<file path="config.mk">
export PLATFORM = sky130hd
export DESIGN_NAME = ctr_sequencer
export DESIGN_NICKNAME = d
export VERILOG_FILES = /design/src/rtl/ctr_seq_pkg.sv /design/src/rtl/ctr_seq_prescaler.sv /design/src/rtl/ctr_sequencer.sv
export SDC_FILE = /design/constraint.sdc
export NUM_CORES = 1
export LEC_CHECK = 0
export BUFFER_PORTS_ARGS = -buffer_cell sky130_fd_sc_hd__buf_2
export CORE_ASPECT_RATIO = 1.75
export CORE_UTILIZATION = 35
export DETAILED_ROUTE_END_ITERATION = 7
export GPL_ROUTABILITY_DRIVEN = 0
export GPL_TIMING_DRIVEN = 0
export PLACE_DENSITY = 0.54
export SLEW_MARGIN = 25
export SYNTH_ARGS = -nofsm -noshare
export SYNTH_HDL_FRONTEND = slang
export SYNTH_SLANG_ARGS = --single-unit
</file>
<file path="constraint.sdc">
create_clock -name clk -period 2.3 [get_ports clk]
set_input_delay 0.23 -clock clk [delete_from_list [all_inputs] [get_ports clk]]
set_output_delay 0.23 -clock clk [all_outputs]
set_load 0.1 [all_outputs]
</file>
<file path="src/rtl/ctr_seq_pkg.sv">
// Shared opcodes, state encoding and op-legality table for the counter sequencer.
package ctr_seq_pkg;

  localparam int unsigned OP_W = 3;

  localparam logic [OP_W-1:0] OP_NOP        = 3'd0;
  localparam logic [OP_W-1:0] OP_SET_PRE    = 3'd1;
  localparam logic [OP_W-1:0] OP_SET_LIM    = 3'd2;
  localparam logic [OP_W-1:0] OP_START_ONE  = 3'd3;
  localparam logic [OP_W-1:0] OP_START_AUTO = 3'd4;
  localparam logic [OP_W-1:0] OP_PAUSE      = 3'd5;
  localparam logic [OP_W-1:0] OP_RESUME     = 3'd6;
  localparam logic [OP_W-1:0] OP_ABORT      = 3'd7;

  typedef enum logic [1:0] {
    ST_IDLE   = 2'd0,
    ST_RUN    = 2'd1,
    ST_PAUSED = 2'd2,
    ST_DONE   = 2'd3
  } ctr_state_t;

  // Which accepted opcodes take effect in each state; the rest raise cmd_err.
  function automatic logic op_legal(input ctr_state_t st, input logic [OP_W-1:0] op);
    logic ok;
    ok = 1'b0;
    case (st)
      ST_IDLE, ST_DONE: ok = (op != OP_PAUSE) && (op != OP_RESUME);
      ST_RUN:           ok = (op == OP_NOP) || (op == OP_PAUSE) || (op == OP_ABORT);
      ST_PAUSED:        ok = (op == OP_NOP) || (op == OP_RESUME) || (op == OP_ABORT);
      default:          ok = 1'b0;
    endcase
    return ok;
  endfunction

endpackage

</file>
<file path="src/rtl/ctr_seq_prescaler.sv">
// Prescale counter: counts while enabled, strobes tick_c when it matches pre_lim.
module ctr_seq_prescaler
  import ctr_seq_pkg::*;
#(
  parameter int unsigned PRE_WIDTH = 16
) (
  input  logic                 clk,
  input  logic                 rst,
  input  logic                 en,
  input  logic                 clear,
  input  logic [PRE_WIDTH-1:0] pre_lim,
  output logic                 tick_c
);

  logic [PRE_WIDTH-1:0] cnt;

  assign tick_c = en && (cnt == pre_lim);

  // clear has priority so an abort or start in the same cycle restarts the phase
  always_ff @(posedge clk) begin
    if (rst || clear) begin
      cnt <= '0;
    end else if (en) begin
      cnt <= tick_c ? '0 : cnt + PRE_WIDTH'(1);
    end
  end

endmodule

</file>
<file path="src/rtl/ctr_sequencer.sv">
// Command-driven sequencer for the prescaled up-counter.
// Optional sticky terminal-count flag (irq/irq_clr) built when CTR_SEQ_IRQ_EN is defined.
module ctr_sequencer
  import ctr_seq_pkg::*;
#(
  parameter int unsigned WIDTH        = 22,
  parameter int unsigned PRE_WIDTH    = 16,
  parameter int unsigned PRESCALE_DEF = 6
) (
  input  logic                                                  clk,
  input  logic                                                  rst,
  input  logic                                                  cmd_valid,
  output logic                                                  cmd_ready,
  input  logic [2:0]                                            cmd_op,
  input  logic [((PRE_WIDTH > WIDTH) ? PRE_WIDTH : WIDTH)-1:0]  cmd_data,
  output logic [WIDTH-1:0]                                      ctr_value,
  output logic                                                  tick,
  output logic                                                  wrap,
  output logic [1:0]                                            state,
  output logic                                                  cmd_err
`ifdef CTR_SEQ_IRQ_EN
  ,
  output logic                                                  irq,
  input  logic                                                  irq_clr
`endif
);

  ctr_state_t           cur_st, nxt_st;
  logic [WIDTH-1:0]     ctr_d, limit_q, limit_d;
  logic [PRE_WIDTH-1:0] pre_lim_q, pre_lim_d;
  logic                 auto_q, auto_d;
  logic                 wrap_d, err_d;
  logic                 tick_c, pre_clear_c;

  assign state = cur_st;

  ctr_seq_prescaler #(.PRE_WIDTH(PRE_WIDTH)) u_pre (
    .clk     (clk),
    .rst     (rst),
    .en      (cur_st == ST_RUN),
    .clear   (pre_clear_c),
    .pre_lim (pre_lim_q),
    .tick_c  (tick_c)
  );

  always_ff @(posedge clk) begin
    if (rst) begin
      cur_st    <= ST_IDLE;
      ctr_value <= '0;
      limit_q   <= '1;
      pre_lim_q <= PRE_WIDTH'(PRESCALE_DEF);
      auto_q    <= 1'b0;
      tick      <= 1'b0;
      wrap      <= 1'b0;
      cmd_err   <= 1'b0;
      cmd_ready <= 1'b0;
    end else begin
      cur_st    <= nxt_st;
      ctr_value <= ctr_d;
      limit_q   <= limit_d;
      pre_lim_q <= pre_lim_d;
      auto_q    <= auto_d;
      tick      <= tick_c;
      wrap      <= wrap_d;
      cmd_err   <= err_d;
      cmd_ready <= 1'b1;
    end
  end

  // Tick handling first, then command effects; commands override where they collide.
  always_comb begin
    nxt_st      = cur_st;
    ctr_d       = ctr_value;
    limit_d     = limit_q;
    pre_lim_d   = pre_lim_q;
    auto_d      = auto_q;
    wrap_d      = 1'b0;
    err_d       = 1'b0;
    pre_clear_c = 1'b0;

    if (tick_c) begin
      if (ctr_value == limit_q) begin
        wrap_d = 1'b1;
        if (auto_q) ctr_d = '0;
        else        nxt_st = ST_DONE;
      end else begin
        ctr_d = ctr_value + WIDTH'(1);
      end
    end

    if (cmd_valid && cmd_ready) begin
      if (!op_legal(cur_st, cmd_op)) begin
        err_d = 1'b1;
      end else begin
        case (cmd_op)
          OP_SET_PRE: pre_lim_d = cmd_data[PRE_WIDTH-1:0];
          OP_SET_LIM: limit_d   = cmd_data[WIDTH-1:0];
          OP_START_ONE, OP_START_AUTO: begin
            ctr_d       = '0;
            auto_d      = (cmd_op == OP_START_AUTO);
            pre_clear_c = 1'b1;
            nxt_st      = ST_RUN;
          end
          // a one-shot run finishing on this same tick stays DONE
          OP_PAUSE:  if (nxt_st == ST_RUN) nxt_st = ST_PAUSED;
          OP_RESUME: nxt_st = ST_RUN;
          OP_ABORT: begin
            ctr_d       = '0;
            pre_clear_c = 1'b1;
            nxt_st      = ST_IDLE;
          end
          default: ;
        endcase
      end
    end
  end

`ifdef CTR_SEQ_IRQ_EN
  // Sticky flag follows the wrap pulse; a wrap seen with irq_clr keeps it set.
  always_ff @(posedge clk) begin
    if (rst) irq <= 1'b0;
    else     irq <= (irq && !irq_clr) || wrap;
  end
`endif

endmodule
</file>
* After elaboration in Yosys (flattened, before gate mapping)
Cells that the tools add are included.
Storage, ports and cells: output and inout bits 28, memories kept 0, ROM bits 0, RAM bits 0, flip-flop bits (word level) 83, latch bits 0, word-level logic and storage cells 70
Operators by class: reductions and logical operators 19, multipliers 0, div/mod/pow operators 0, equal/unequal tests 15, $add $sub $neg 2, mux-type cells 22, order comparisons 0, shifts and indexed selects 0, bitwise operators 2
Operators by type and width (number):
- $mux W22 | 6
- $add A22 B1 Y22 const B | 1
- $eq A22 B22 Y1 | 1
- $add A16 B1 Y16 const B | 1
- $eq A16 B16 Y1 | 1
- $mux W16 | 1
- $eq A3 B3 Y1 const B | 4
- $mux W2 | 6
- $reduce_and A3 Y1 | 3
- $reduce_or A2 Y1 | 4
- $mux W1 | 7
- $eq A3 B2 Y1 const B | 2
- $ne A3 B3 Y1 const B | 2
- $pmux W2 S3 | 1
- $reduce_or A3 Y1 | 2
- $logic_or A1 B1 Y1 | 5
- $eq A2 B1 Y1 const B | 2
- $eq A2 B2 Y1 const B | 2
- $eq A3 B1 Y1 const B | 1
- $logic_and A1 B1 Y1 | 3
- $logic_not A3 Y1 | 1
- $pmux W1 S3 | 1
- $logic_not A2 Y1 | 1
- $not A1 Y1 | 2

* Longest topological paths before layout
word-level depth 8, depth in mapped cells 10, depth with buffers taken out 8

* Modules after synthesis
Synthesis repeated with hierarchy kept, for this count alone.
Unflattened totals: cell total of the unflattened synthesis 489, area total of the unflattened synthesis 4264.1 um^2
Modules (own cells, without submodules):
- ctr_sequencer | instances 1, seq. area each 1341.3 um^2, area an instance 3235.6 um^2, cells each 376
- ctr_seq_prescaler | instances 1, seq. area each 320.3 um^2, area an instance 1028.5 um^2, cells each 113

* Worst setup path after synthesis
Ideal clock, no wire load.
kind reg2reg, start point register cur_st[0], in the netlist state[0], end point register ctr_value[20], clock period less this slack 3053 ps, library setup time 98 ps, cell stages (with the launch flop) 10, data arrival time 2955 ps, path slack -753 ps, path through dfxtp_1 -> inv_1 -> ha_1 -> o211ai_1 -> a21oi_1 -> nor2_1 -> o21ai_1 -> or3_1 -> buf_6 -> o41ai_2
On the way: cells in the longest elaborated chain, start to end 6, elaborated cells on any way between the ends 12, those cells by class 3 x eq/ne; 6 x mux; 3 x reduce/logical
RTL lines:
- start, declared | RTL line ctr_sequencer.sv:28 | ctr_state_t cur_st, nxt_st;
- start signal, assigned | RTL line ctr_sequencer.sv:58 | cur_st <= nxt_st;
- $eq A2 B2 Y1, or another cell as far along | RTL line ctr_seq_pkg.sv:26 | case (st)
- $reduce_or A2 Y1 or $logic_and A1 B1 Y1 (tied branches) | RTL line ctr_seq_pkg.sv:26, ctr_seq_prescaler.sv:17
- $pmux W1 S3 or $mux W22 (tied branches) | RTL line ctr_seq_pkg.sv:26, ctr_sequencer.sv:81
- $mux W1 or $mux W22 (tied branches) | RTL line ctr_sequencer.sv:91, ctr_sequencer.sv:95
- $mux W22 | RTL line ctr_sequencer.sv:92 | if (!op_legal(cur_st, cmd_op)) begin
- $mux W22 * | RTL line ctr_sequencer.sv:91 | if (cmd_valid && cmd_ready) begin
- end signal, assigned | RTL line ctr_sequencer.sv:59 | ctr_value <= ctr_d;
- end, declared | RTL line ctr_sequencer.sv:16 | output logic [WIDTH-1:0] ctr_value,
Mark *: on every way between the ends. The rest lies on a longest branch, timed or not. The select of a mux whose other input is x is not followed. A chain may end at the register's enable or synchronous reset.

* Final worst setup path
start point register cur_st[0], in the netlist state[0], end point register pre_lim_q[13]
On the way: cells in the longest elaborated chain, start to end 5, elaborated cells on any way between the ends 8, those cells by class 3 x eq/ne; 2 x mux; 3 x reduce/logical
RTL lines:
- $eq A2 B2 Y1 or $logic_not A2 Y1 (tied branches) | RTL line ctr_seq_pkg.sv:26
- $reduce_or A2 Y1 | RTL line ctr_seq_pkg.sv:26
- $pmux W1 S3 * | RTL line ctr_seq_pkg.sv:26
- $mux W1 * | RTL line ctr_sequencer.sv:91
- $reduce_and A3 Y1 (no line) *
- end signal, assigned | RTL line ctr_sequencer.sv:51 | pre_lim_q <= PRE_WIDTH'(PRESCALE_DEF);
- end signal, assigned | RTL line ctr_sequencer.sv:61 | pre_lim_q <= pre_lim_d;
- end, declared | RTL line ctr_sequencer.sv:30 | logic [PRE_WIDTH-1:0] pre_lim_q, pre_lim_d;
Marked as above.

==> flow_metrics.py <==
metrics = {
    "outcome": {
        "outcome": "complete, but fails checks",
        "violations": "DRC, setup timing",
    },
    "cells_and_area": {
        "final_area_um2": 5380,
        "layout.nets": 611,
        "antenna_cells": 0,
        "drive_above_1_share_pct": 29.5,
        "area_delta_synth_final_pct": 28.2,
    },
    "global_route": {
        "met2_usage_pct": 37.7,
        "use_met3_pct": 3.76,
        "grt_pass1_vias": 3962,
        "grt-busiest-layer": "met2",
        "antenna_found_initial": 0,
        "grt_pass1_wl_mm": 20.0,
        "grt-ovfl-total": 0,
        "grt_max_degree": 15,
        "gr-usage-met1_pct": 21.6,
        "grt_usage_pct": 20.8,
    },
    "clocking": {
        "cts_buffers": 9,
        "insertion_delay_ns": 0.34,
        "clock_sinks": 83,
        "htreeDepth": 3,
        "cts_tree": "yes",
        "clk_pin_slew_worst_paths_ns": 0.06,
        "cts_root_buf": "clkbuf_16",
        "clockBufferDepth": 2,
    },
    "placement": {
        "portBuffers": 54,
        "place_hpwl_mm": 9.61,
        "pre_cts_ws_ns": -0.619,
        "place_area_um2": 4730,
    },
    "synthesis": {
        "yosysSeqAreaShare_pct": 39.6,
        "ys_types": 57,
        "synth_area_leaders": "dfxtp_1 40%, xor2_1 6.7%, nor2_1 6.2%, a21oi_1 4.5%, mux2i_1 4.3%",
        "async_reset_ff_share_pct": 0,
        "synth_seq_cells": 83,
        "yosys.area.top_type": "dfxtp_1",
        "postSynthCellCount": 493,
        "ys_warn_count": 0,
        "synth_ff_type": "dfxtp_1",
        "synth-edff-count": 0,
        "synth_nets": 525,
        "synth_area_um2": 4190,
        "avgSynthCellArea_um2": 8.51,
        "synth_top_area_share_pct": 39.6,
    },
    "pwr": {
        "p_switching_mw": 0.751,
        "seqPwrFrac_pct": 46.6,
        "irDropWorstVdd_mv": 0.376,
        "switching_share_pct": 24.3,
        "clockPowerShare_pct": 46.8,
        "cellLeakagePower_nw": 2.14,
        "finalPower_mw": 3.09,
        "power.density_nw_per_um2": 575,
        "combPwrFrac_pct": 6.6,
        "intPower_mw": 2.34,
    },
    "drt": {
        "drt_iter0_markers": 146,
        "totalWireLength_mm": 12.7,
        "vias": 3965,
        "drc": 1,
        "via_per_inst": 5.51,
        "firstDrtPassIters": 8,
        "wl_per_cell_um": 17.6,
        "detail-route-antenna-nets": 0,
    },
    "timing": {
        "setup_viol": 16,
        "tns_ns": -0.438,
        "slew_headroom_pct": 61.3,
        "fin_crit_sh_pct": 102,
        "skew_ns": 0.00728,
        "hold_slack_ns": 0.146,
        "setup_ws_ns": -0.0533,
        "rsz0062_at_grt": "yes",
        "maxSlewViolCount": 0,
        "finalCriticalPeriod_ns": 2.35,
        "final-hold-violation-count": 0,
        "worst_pin_slew_ns": 0.575,
        "fmax_mhz": 425,
    },
    "worst_setup_path": {
        "criticalPathCategory": "flop to flop",
        "worstPathArrival_ns": 2.56,
        "required_ns": 2.51,
        "r2r-start": "state[0]",
        "crit_path_end_kind": "flop",
        "startpoint_type": "flop",
        "crit_path_max_fanout": 7,
        "startpoint": "state[0]",
    },
    "floorplan": {
        "core-area_um2": 11600,
        "start_util_pct": 36.0,
        "rows": 52,
        "dieHeight_um": 147,
        "dieArea_um2": 12400,
        "io_pins": 56,
        "die_x_um": 84.8,
    },
    "min_path": {
        "holdCritPathClass": "primary input to flop",
        "worstHoldStart": "cmd_data[2]",
    },
    "flow_run": {
        "cap_violations": 0,
    },
}
## worst paths after layout
path / to / slack (ns) / depth (start not counted)
worst min-delay path: pre_lim_q[2] / 0.15 / 3
worst min register to register: ctr_value[18] / 0.49 / 1
worst max-delay path: pre_lim_q[13] / -0.05 / 10
worst max register to register: pre_lim_q[13] / -0.05 / 10
## power by group through the flow
stage	sequential (mW)	combinational [mW]	clock, mW
2_1_floorplan	1.49	0.0948	0
3_3_place_gp	1.48	0.178	0
3_5_place_dp	1.48	0.179	0
4_1_cts	1.44	0.190	1.47
5_1_grt	1.44	0.221	1.55
6_report	1.44	0.205	1.45
## per-stage QoR
step                      instances  utilization, %
final                           719            46.2
after global routing            719            46.2
after CTS                       704            44.4
after detailed placement        682            40.6
after global placement          682            40.6
after floorplan                 493               -
## cell usage in the layout, fill, tap and decap left out, types with 4 or more instances in the layout
cell type,instances
nor2_1,67
buf_2,62
dfxtp_1,51
a21oi_1,36
xor2_1,32
nor3_1,31
nand2_1,25
buf_4,21
dfxtp_2,19
nand4_1,18
mux2i_1,18
xnor2_1,15
nand3_1,14
and3_1,13
o2bb2ai_1,13
dfxtp_4,13
clkbuf_1,11
clkbuf_16,10
inv_1,8
nor4_1,7
xnor2_2,5
o21ai_0,4
## critical path, cell delays in order (launching register included)
cell and delay (ns):
dfxtp_4 0.37, inv_4 0.04, ha_4 0.22, nand3b_1 0.20, o32ai_2 0.35, a21oi_2 0.09, or4_4 0.44, buf_8 0.16
clkbuf_16 0.16, mux2i_1 0.14, nor2_1 0.05
## repair_timing
action	CTS	global route
pin swaps	5	7
hold buffers	0	0
cloned	0	1
resized for setup	23	26
endpoints found under the setup margin	46	38
setup buffers	6	14
## synth_stat cells (13+ instances only)
| library cell | number |
|---|---|
| dfxtp_1 | 83 |
| nor2_1 | 69 |
| a21oi_1 | 38 |
| nor3_1 | 32 |
| xor2_1 | 32 |
| nand2_1 | 26 |
| xnor2_1 | 20 |
| mux2i_1 | 18 |
| nand4_1 | 18 |
| nand3_1 | 15 |
| clkbuf_1 | 14 |
| and3_1 | 13 |
| o2bb2ai_1 | 13 |
## layer usage
metal | up-vias | share of wire [%]
met4 | 0 | 5.2
met2 | 114 | 53
met5 | - | 0
met3 | 42 | 3.3
li1 | 1950 | -
met1 | 1859 | 38
## area by class of cell
type,count,area (um^2)
Clock inverter,7,66.3
Buffer,27,160
Inverter,9,36.3
Clock buffer,9,225
Multi-Input combinational cell,374,2540
Timing Repair Buffer,75,445
Sequential cell,83,1730
Fill cell,1134,6270
Tap cell,135,169
## registers in the layout, indices dropped and copies added (netlist names)
signal / cells
limit_q: 22
u_pre.cnt: 16
cmd_ready: 1
auto_q: 1
state: 2
wrap: 1
ctr_value: 22
cmd_err: 1
tick: 1
pre_lim_q: 16
## kinds of logic after synthesis
logic type	synth area share (%)
adders and majority gates	1.43
muxes	4.30
AOI/OAI and AO/OA	14.5
DFF	39.6
xor gates and xnor gates	10.9
buffers and inverters	3.97
and+or+nand+nor	25.4
(Power assumes the default switching activity.)
